<file path="config.mk">
export PLATFORM = sky130hd
export DESIGN_NAME = stream_demux_1ton
export DESIGN_NICKNAME = d
export VERILOG_FILES = /design/src/rtl/stream_demux_1ton.sv
export SDC_FILE = /design/constraint.sdc
export NUM_CORES = 1
export LEC_CHECK = 0
export ABC_AREA = 1
export CORE_MARGIN = 1
export CORE_UTILIZATION = 40
export CTS_CLUSTER_DIAMETER = 120
export DETAILED_ROUTE_END_ITERATION = 8
export PLACE_DENSITY_LB_ADDON = 0.3
export SLEW_MARGIN = 20
export SYNTH_ARGS = -nofsm -noshare
export SYNTH_HDL_FRONTEND = slang
export SYNTH_SLANG_ARGS = --single-unit
</file>
<file path="constraint.sdc">
create_clock -name clk -period 1.3 [get_ports clk]
set_input_delay 0.13 -clock clk [delete_from_list [all_inputs] [get_ports clk]]
set_output_delay 0.13 -clock clk [all_outputs]
set_load 0.005 [all_outputs]
</file>
<file path="src/rtl/stream_demux_1ton.sv">
`default_nettype none
// ============================================================================
// Module      : stream_demux_1ton
// Description : Registered 1-to-N valid/ready stream demultiplexer with
//               packet-level destination locking and a dropped-packet counter.
// Revision    : 1.0 - initial release
// ============================================================================
module stream_demux_1ton #(
    parameter int DATA_W = 8,
    parameter int N_OUT  = 4,
    parameter int SEL_W  = 2,
    parameter int CNT_W  = 8
) (
    input  logic              clk,
    input  logic              rst,
    input  logic [DATA_W-1:0] in_data,
    input  logic [SEL_W-1:0]  in_sel,
    input  logic              in_last,
    input  logic              in_valid,
    output logic              in_ready,
    output logic [DATA_W-1:0] out_data,
    output logic              out_last,
    output logic [N_OUT-1:0]  out_valid,
    input  logic [N_OUT-1:0]  out_ready,
    output logic              busy,
    output logic [CNT_W-1:0]  drop_cnt
);

    typedef enum logic [0:0] {
        ST_IDLE   = 1'b0,
        ST_LOCKED = 1'b1
    } state_t;

    localparam logic [SEL_W:0]   c_n_out   = (SEL_W+1)'(N_OUT);
    localparam logic [CNT_W-1:0] c_cnt_max = '1;

    state_t              r_state;
    state_t              w_state_nxt;
    logic [SEL_W-1:0]    r_dest;
    logic                r_drop;
    logic [N_OUT-1:0]    r_out_valid;
    logic [DATA_W-1:0]   r_data;
    logic                r_last;
    logic [CNT_W-1:0]    r_drop_cnt;

    logic [SEL_W-1:0]    w_dest;
    logic                w_invalid;
    logic [N_OUT-1:0]    w_dest_onehot;
    logic                w_hold_valid;
    logic                w_sel_ready;
    logic                w_in_ready;
    logic                w_fire;

    // Destination comes from in_sel only on the first beat; later beats reuse the lock.
    always_comb begin
        w_dest    = in_sel;
        w_invalid = ({1'b0, in_sel} >= c_n_out);
        if (r_state == ST_LOCKED) begin
            w_dest    = r_dest;
            w_invalid = r_drop;
        end
    end

    for (genvar i = 0; i < N_OUT; i++) begin : g_onehot
        assign w_dest_onehot[i] = (w_dest == SEL_W'(i));
    end

    // r_out_valid is one-hot, so masking with out_ready picks the held channel's ready.
    assign w_hold_valid = |r_out_valid;
    assign w_sel_ready  = |(r_out_valid & out_ready);
    assign w_in_ready   = !w_hold_valid | w_sel_ready;
    assign w_fire       = in_valid & w_in_ready;

    always_ff @(posedge clk) begin
        if (rst) begin
            r_state <= ST_IDLE;
        end else begin
            r_state <= w_state_nxt;
        end
    end

    always_comb begin
        w_state_nxt = r_state;
        case (r_state)
            ST_IDLE:   if (w_fire && !in_last) w_state_nxt = ST_LOCKED;
            ST_LOCKED: if (w_fire && in_last)  w_state_nxt = ST_IDLE;
            default:   w_state_nxt = ST_IDLE;
        endcase
    end

    always_ff @(posedge clk) begin
        if (rst) begin
            r_dest <= '0;
            r_drop <= 1'b0;
        end else if (r_state == ST_IDLE && w_fire && !in_last) begin
            r_dest <= in_sel;
            r_drop <= w_invalid;
        end
    end

    // A push replaces the held beat in the same cycle it is popped, so no bubble.
    always_ff @(posedge clk) begin
        if (rst) begin
            r_out_valid <= '0;
            r_data      <= '0;
            r_last      <= 1'b0;
        end else if (w_fire && !w_invalid) begin
            r_out_valid <= w_dest_onehot;
            r_data      <= in_data;
            r_last      <= in_last;
        end else if (w_sel_ready) begin
            r_out_valid <= '0;
        end
    end

    always_ff @(posedge clk) begin
        if (rst) begin
            r_drop_cnt <= '0;
        end else if (w_fire && in_last && w_invalid && (r_drop_cnt != c_cnt_max)) begin
            r_drop_cnt <= r_drop_cnt + 1'b1;
        end
    end

    assign in_ready  = w_in_ready;
    assign out_data  = r_data;
    assign out_last  = r_last;
    assign out_valid = r_out_valid;
    assign busy      = (r_state == ST_LOCKED);
    assign drop_cnt  = r_drop_cnt;

endmodule
`default_nettype wire

</file>
## Word level (Yosys, flattened, before mapping)

Cells that the tools add are included.

- Bits in registers: 25
- Output and inout bits: 23

- Add/sub/neg operators: 1
- Equal/unequal tests: 4
- Mux-type cells: 7
- Bitwise gates (word level): 4
- Reductions and logical operators: 14

Operator list:

| kind | number |
|---|---|
| adder 8 x 1 -> 8 bit (second input constant) | 1 |
| 2-to-1 mux 4 bit | 2 |
| != test 8 bit (second input constant) | 1 |
| OR reduction 4 bit | 2 |
| logical AND 1 bit | 7 |
| AND 4 bit | 1 |
| == test 2 bit (second input constant) | 2 |
| logical NOT 1 bit | 3 |
| 2-to-1 mux 1 bit | 3 |
| == test 2 x 1 -> 1 bit (second input constant) | 1 |
| logical NOT 2 bit | 1 |
| 2-to-1 mux 2 bit | 1 |
| one-hot mux 1 bit (2 select lines) | 1 |
| nonzero test 2 bit | 1 |
| AND 1 bit | 1 |
| NOT 1 bit | 1 |
| bitwise OR 1 bit | 1 |

## Depth between registers and ports, before layout

Gate-level depths: netlist of the first run.

- Word-level depth: 7
- Mapped depth: 9

## Worst setup path before layout of the first run

OpenSTA, ideal clock, no wires.

- Kind: reg-to-reg
- Start point: register r_drop_cnt[0] (netlist: drop_cnt[0])
- End point: register r_drop_cnt[2] (netlist: drop_cnt[2])
- Arrival: 1.172 ns
- Data required time: 1.184 ns
- Setup slack: 0.012 ns
- Cell stages (with the launch flop): 8
- Period minus slack after synthesis: 1.288 ns
- Path through: dfxtp_1 > ha_1 > nand3_1 > inv_1 > nand2_1 > nand4_2 > o21ai_0 > nor2_1

- Cells in the longest elaborated chain, start to end: 2

Ends and longest elaborated chain:

| element | RTL line | source |
|---|---|---|
| start, declared | 44 | `logic [CNT_W-1:0] r_drop_cnt;` |
| start signal, assigned | 120 | `r_drop_cnt <= r_drop_cnt + 1'b1;` |
| parallel branches: the longest is 2 deep, another holds adder 8 x 1 -> 8 bit | n/a |  |

Several ways; the timed one is not identified.
A chain may end at the register's enable or synchronous reset.

## Worst setup path in the final report of the first run

- Start point: register r_out_valid[0] (netlist: out_valid[0])
- End point: register r_out_valid[2] (netlist: out_valid[2])

- Cells in the longest elaborated chain, start to end: 6

Ends and longest elaborated chain:

| element | RTL line | source |
|---|---|---|
| start, declared | 41 | `logic [N_OUT-1:0] r_out_valid;` |
| start signal, assigned | 108 | `r_out_valid <= w_dest_onehot;` |
| AND 4 bit / OR reduction 4 bit (equally long branches) | 70, 69 |  |
| OR reduction 4 bit / logical NOT 1 bit (equally long branches) | 70, 71 |  |
| bitwise OR 1 bit | 71 | `assign w_in_ready = !w_hold_valid \| w_sel_ready;` |
| AND 1 bit | 72 | `assign w_fire = in_valid & w_in_ready;` |
| logical AND 1 bit | 107 | `end else if (w_fire && !w_invalid) begin` |
| 2-to-1 mux 4 bit / nonzero test 2 bit (equally long branches) | n/a |  |

Parallel ways exist; a longest one is shown, timed or not.

==> results of run 1 <==
critical path, stage by stage, from the launching register on:
cell,delay [ps]
sky130_fd_sc_hd__dfxtp_2,370
sky130_fd_sc_hd__nand2_2,60
sky130_fd_sc_hd__nand2_2,70
sky130_fd_sc_hd__nor2_4,140
sky130_fd_sc_hd__nand2_4,70
sky130_fd_sc_hd__buf_6,130
sky130_fd_sc_hd__nand3_4,110
sky130_fd_sc_hd__buf_6,160
sky130_fd_sc_hd__nand3_1,90
sky130_fd_sc_hd__a21oi_2,110
registers in the layout (all words and copies together), names as in the netlist, named ones only:
| register | flops |
|---|---|
| drop_cnt | 8 |
| out_data | 8 |
| out_last | 1 |
| out_valid | 4 |
| r_drop | 1 |
| r_dest | 2 |
timing repair:
action,4_1_cts,5_1_grt
cloned,1,0
buffers inserted,6,4
pin swaps,4,23
endpoints found under the setup margin,32,28
gates resized for setup,54,55
synth_stat cells:
cell | n | area (µm²)
sky130_fd_sc_hd__nand3_1 | 9 | 45.0
sky130_fd_sc_hd__nor3b_1 | 1 | 7.51
sky130_fd_sc_hd__buf_6 | 2 | 22.5
sky130_fd_sc_hd__nand4_1 | 4 | 25.0
sky130_fd_sc_hd__inv_1 | 21 | 78.8
sky130_fd_sc_hd__clkbuf_1 | 2 | 7.51
sky130_fd_sc_hd__nand2_1 | 52 | 195
sky130_fd_sc_hd__nand3_4 | 1 | 17.5
sky130_fd_sc_hd__nor2_1 | 28 | 105
sky130_fd_sc_hd__a21o_1 | 1 | 7.51
sky130_fd_sc_hd__nand2_2 | 3 | 18.8
sky130_fd_sc_hd__nand2_4 | 1 | 11.3
sky130_fd_sc_hd__ha_1 | 1 | 12.5
sky130_fd_sc_hd__nor2_4 | 2 | 22.5
sky130_fd_sc_hd__xor2_1 | 2 | 17.5
sky130_fd_sc_hd__nand4_2 | 1 | 12.5
sky130_fd_sc_hd__a21oi_1 | 15 | 75.1
sky130_fd_sc_hd__inv_2 | 1 | 3.75
sky130_fd_sc_hd__o21ai_0 | 6 | 30.0
sky130_fd_sc_hd__dfxtp_1 | 25 | 500
sky130_fd_sc_hd__a21oi_2 | 1 | 8.76
report_power, final:
group	switching [µW]	total [µW]	internal [µW]
combinational	280	562	282
clock	243	359	116
sequential	31.5	849	818
total	555	1770	1220
routing by layer:
metal,part of all wire (%),vias to the layer above
met5,0,-
met4,1.2,0
met3,3.4,6
met2,51,34
met1,45,630
li1,-,716
placed cells by master (no fill, tap or decap), drive strengths merged, types with 6 or more instances in the layout:
cell type,synthesis,layout
nand3,10,10
nor2,30,30
inv,22,22
dlygate4sd2,0,20
nand2,56,56
o21ai,6,6
dfxtp,25,25
buf,2,37
clkdlybuf4s50,0,17
a21oi,16,16
final timing paths:
path | startpoint | slack [ps] | to
setup reg to reg | out_valid[0] | -60 | out_valid[2]
hold reg to reg | out_data[6] | 460 | out_data[6]
hold / removal | in_data[2] | 330 | out_data[2]
setup / recovery | out_valid[0] | -60 | out_valid[2]
stage by stage:
step | hold slack [ps] | total power, µW
6_report | 335 | 1770
5_1_grt | 332 | 1870
4_1_cts | 329 | 1680
3_5_place_dp | 454 | 1320
3_3_place_gp | 451 | 1310
2_1_floorplan | 199 | 1080
logic make-up after synthesis:
family	after synthesis
buffers and inverters	26
flip-flops	25
XOR/XNOR	2
AND/OR/NAND/NOR	102
AO/OA/AOI/OAI	23
adder cells (fa/ha/maj)	1
area by class of cell:
cell class	count	area, µm²	share of cell area, %
multi-input cells	128	781	36.4
clock buffers	3	22.5	1.05
flip-flops and latches	25	533	24.8
repair buffers	77	676	31.5
inverters	22	90.1	4.20
clock inverters	1	5.00	0.233
well taps	31	38.8	1.81
==> results.md, run 1 <==
Routing
• **final wirelength** 3520 µm
• **via count** 1386
• **Final ANT Viol Nets** 0
• **residual DRC count** 5
• **post-detailed-route wirelength per cell** 12.3 µm
• **number of violations reported at the end of detailed-routing iteration 0** 50
• **vias per cell** 4.83
• **length of the first detailed-routing pass in iterations** 6

STA
• **Max Fclk** 737 MHz
• **min setup slack post-route** -57.6 ps
• **worst-case clock skew** 6.52 ps
• **Tcrit/Tclk final** 104%
• **post-route setup TNS** -244 ps
• **shortest clock period the worst path allows after layout** 1360 ps
• **slew of the pin with the lowest slew margin** 320 ps
• **Max-slew headroom** 78.6%
• **number of failing hold endpoints at the final stage** 0
• **Pins Over Slew Limit** 0
• **unrepaired setup endpoints after global routing** yes
• **final setup violating endpoints** 11

Power and ir drop
• **power per cell area** 825 nW/µm²
• **standby leakage power** 0.00103 µW
• **Peak VDD IR** 0.000562 V

Final layout
• **ratio of cells with drive above 1 in the final layout** 44.5%
• **Layout area overhead** 75.2%
• **count of placed standard cells in the final layout, fillers left out** 287
• **final core area utilization** 75.9%
• **post-route standard cell area excluding fillers** 2150 µm²
• **layout net count** 276
• **ANT cells** 0
• **number of inserted filler cells in the final layout** 217

Clock tree
• **Clock Path Buffers** 2
• **Clock Root Buffer** sky130_fd_sc_hd__clkbuf_4
• **hold buffer count at CTS** 0
• **insertion delay of the later-clocked pin in the worst-skew pair** 330 ps
• **count of clock tree sinks** 25
• **H-tree levels** 1
• **TritonCTS clock tree** yes
• **total clock buffers created by CTS** 3
• **post-CTS clock slew at the launch and capture registers of the worst setup and hold paths** 140 ps

Global route
• **GRT met2 Usage** 37.0%
• **wire length of the first global-routing pass** 5430 µm
• **met1 Resource Use GR** 26.0%
• **number of global-route vias before repair** 1311
• **busiest metal layer after global routing** met2
• **remaining global-route overflow** 0
• **total global routing track utilization** 20.8%
• **maximum number of pins on one net before global-route repair** 15
• **antenna violations before repair** 0
• **met3 Usage GRT** 2.27%

Worst setup path
• **arrival time at the worst endpoint** 1630 ps
• **highest net fanout along the worst path** 5
• **critical path class** flip-flop to flip-flop
• **kind of capture point of the worst setup path** flip-flop
• **worst-case reg-to-reg path depth** 9
• **critical path data required time** 1580 ps
• **Startpoint Class** flip-flop

Die
• **vertical die dimension** 57.3 µm
• **initial core utilization** 43.3%
• **width of the die** 57.3 µm
• **number of top-level pins** 41
• **placement row count** 19
• **Die Outline Area** 3290 µm²
• **core area** 2830 µm²

Outcome
• **failing checks** DRC, setup timing
• **result of the run** finished, violations left

Synth
• **Synth Register Bits** 25
• **xor and xnor area share after synthesis** 1.43%
• **dominant combinational cell family by area after synthesis** simple AND/OR/NAND/NOR gates
• **cell count after synthesis** 179
• **post-synthesis instance area** 1220 µm²
• **Syn. warnings** 0
• **synthesized-area fraction occupied by adder cells** 1.02%
• **complex-gate fraction of the synthesized area** 9.91%
• **mean area per synthesized cell** 6.84 µm²
• **number of different library cells in the post-synthesis netlist** 21
• **Synthesized Nets** 198
• **basic-gate share of the synthesized area counting and, or, nand and nor cells** 37.6%
• **fraction of the yosys area taken by sequential cells** 40.9%
• **multiplexer share of the synthesized area** 0%

Place
• **post-detailed-placement cell area** 1840 µm²
• **Place WS** -217 ps
• **HPWL reported at the end of detailed placement** 2260 µm
• **routability congestion estimate from global placement** 0.782
• **quantity of I/O buffers inserted on ports** 40
• **number of placed cells counting well taps** 273

Run
• **maximum capacitance violations** 0

Hold path
• **path class of the lowest-slack min-delay path** input pin to flip-flop
• **WHS Path Cells** 3

Power figures use the tool's default switching activity.
==> run 2, diff against run 1 <==
- HOLD_SLACK_MARGIN: unset -> 0.12
==> results of run 2 <==
No change in the layout: final DEF, timing and power equal those of run 1.
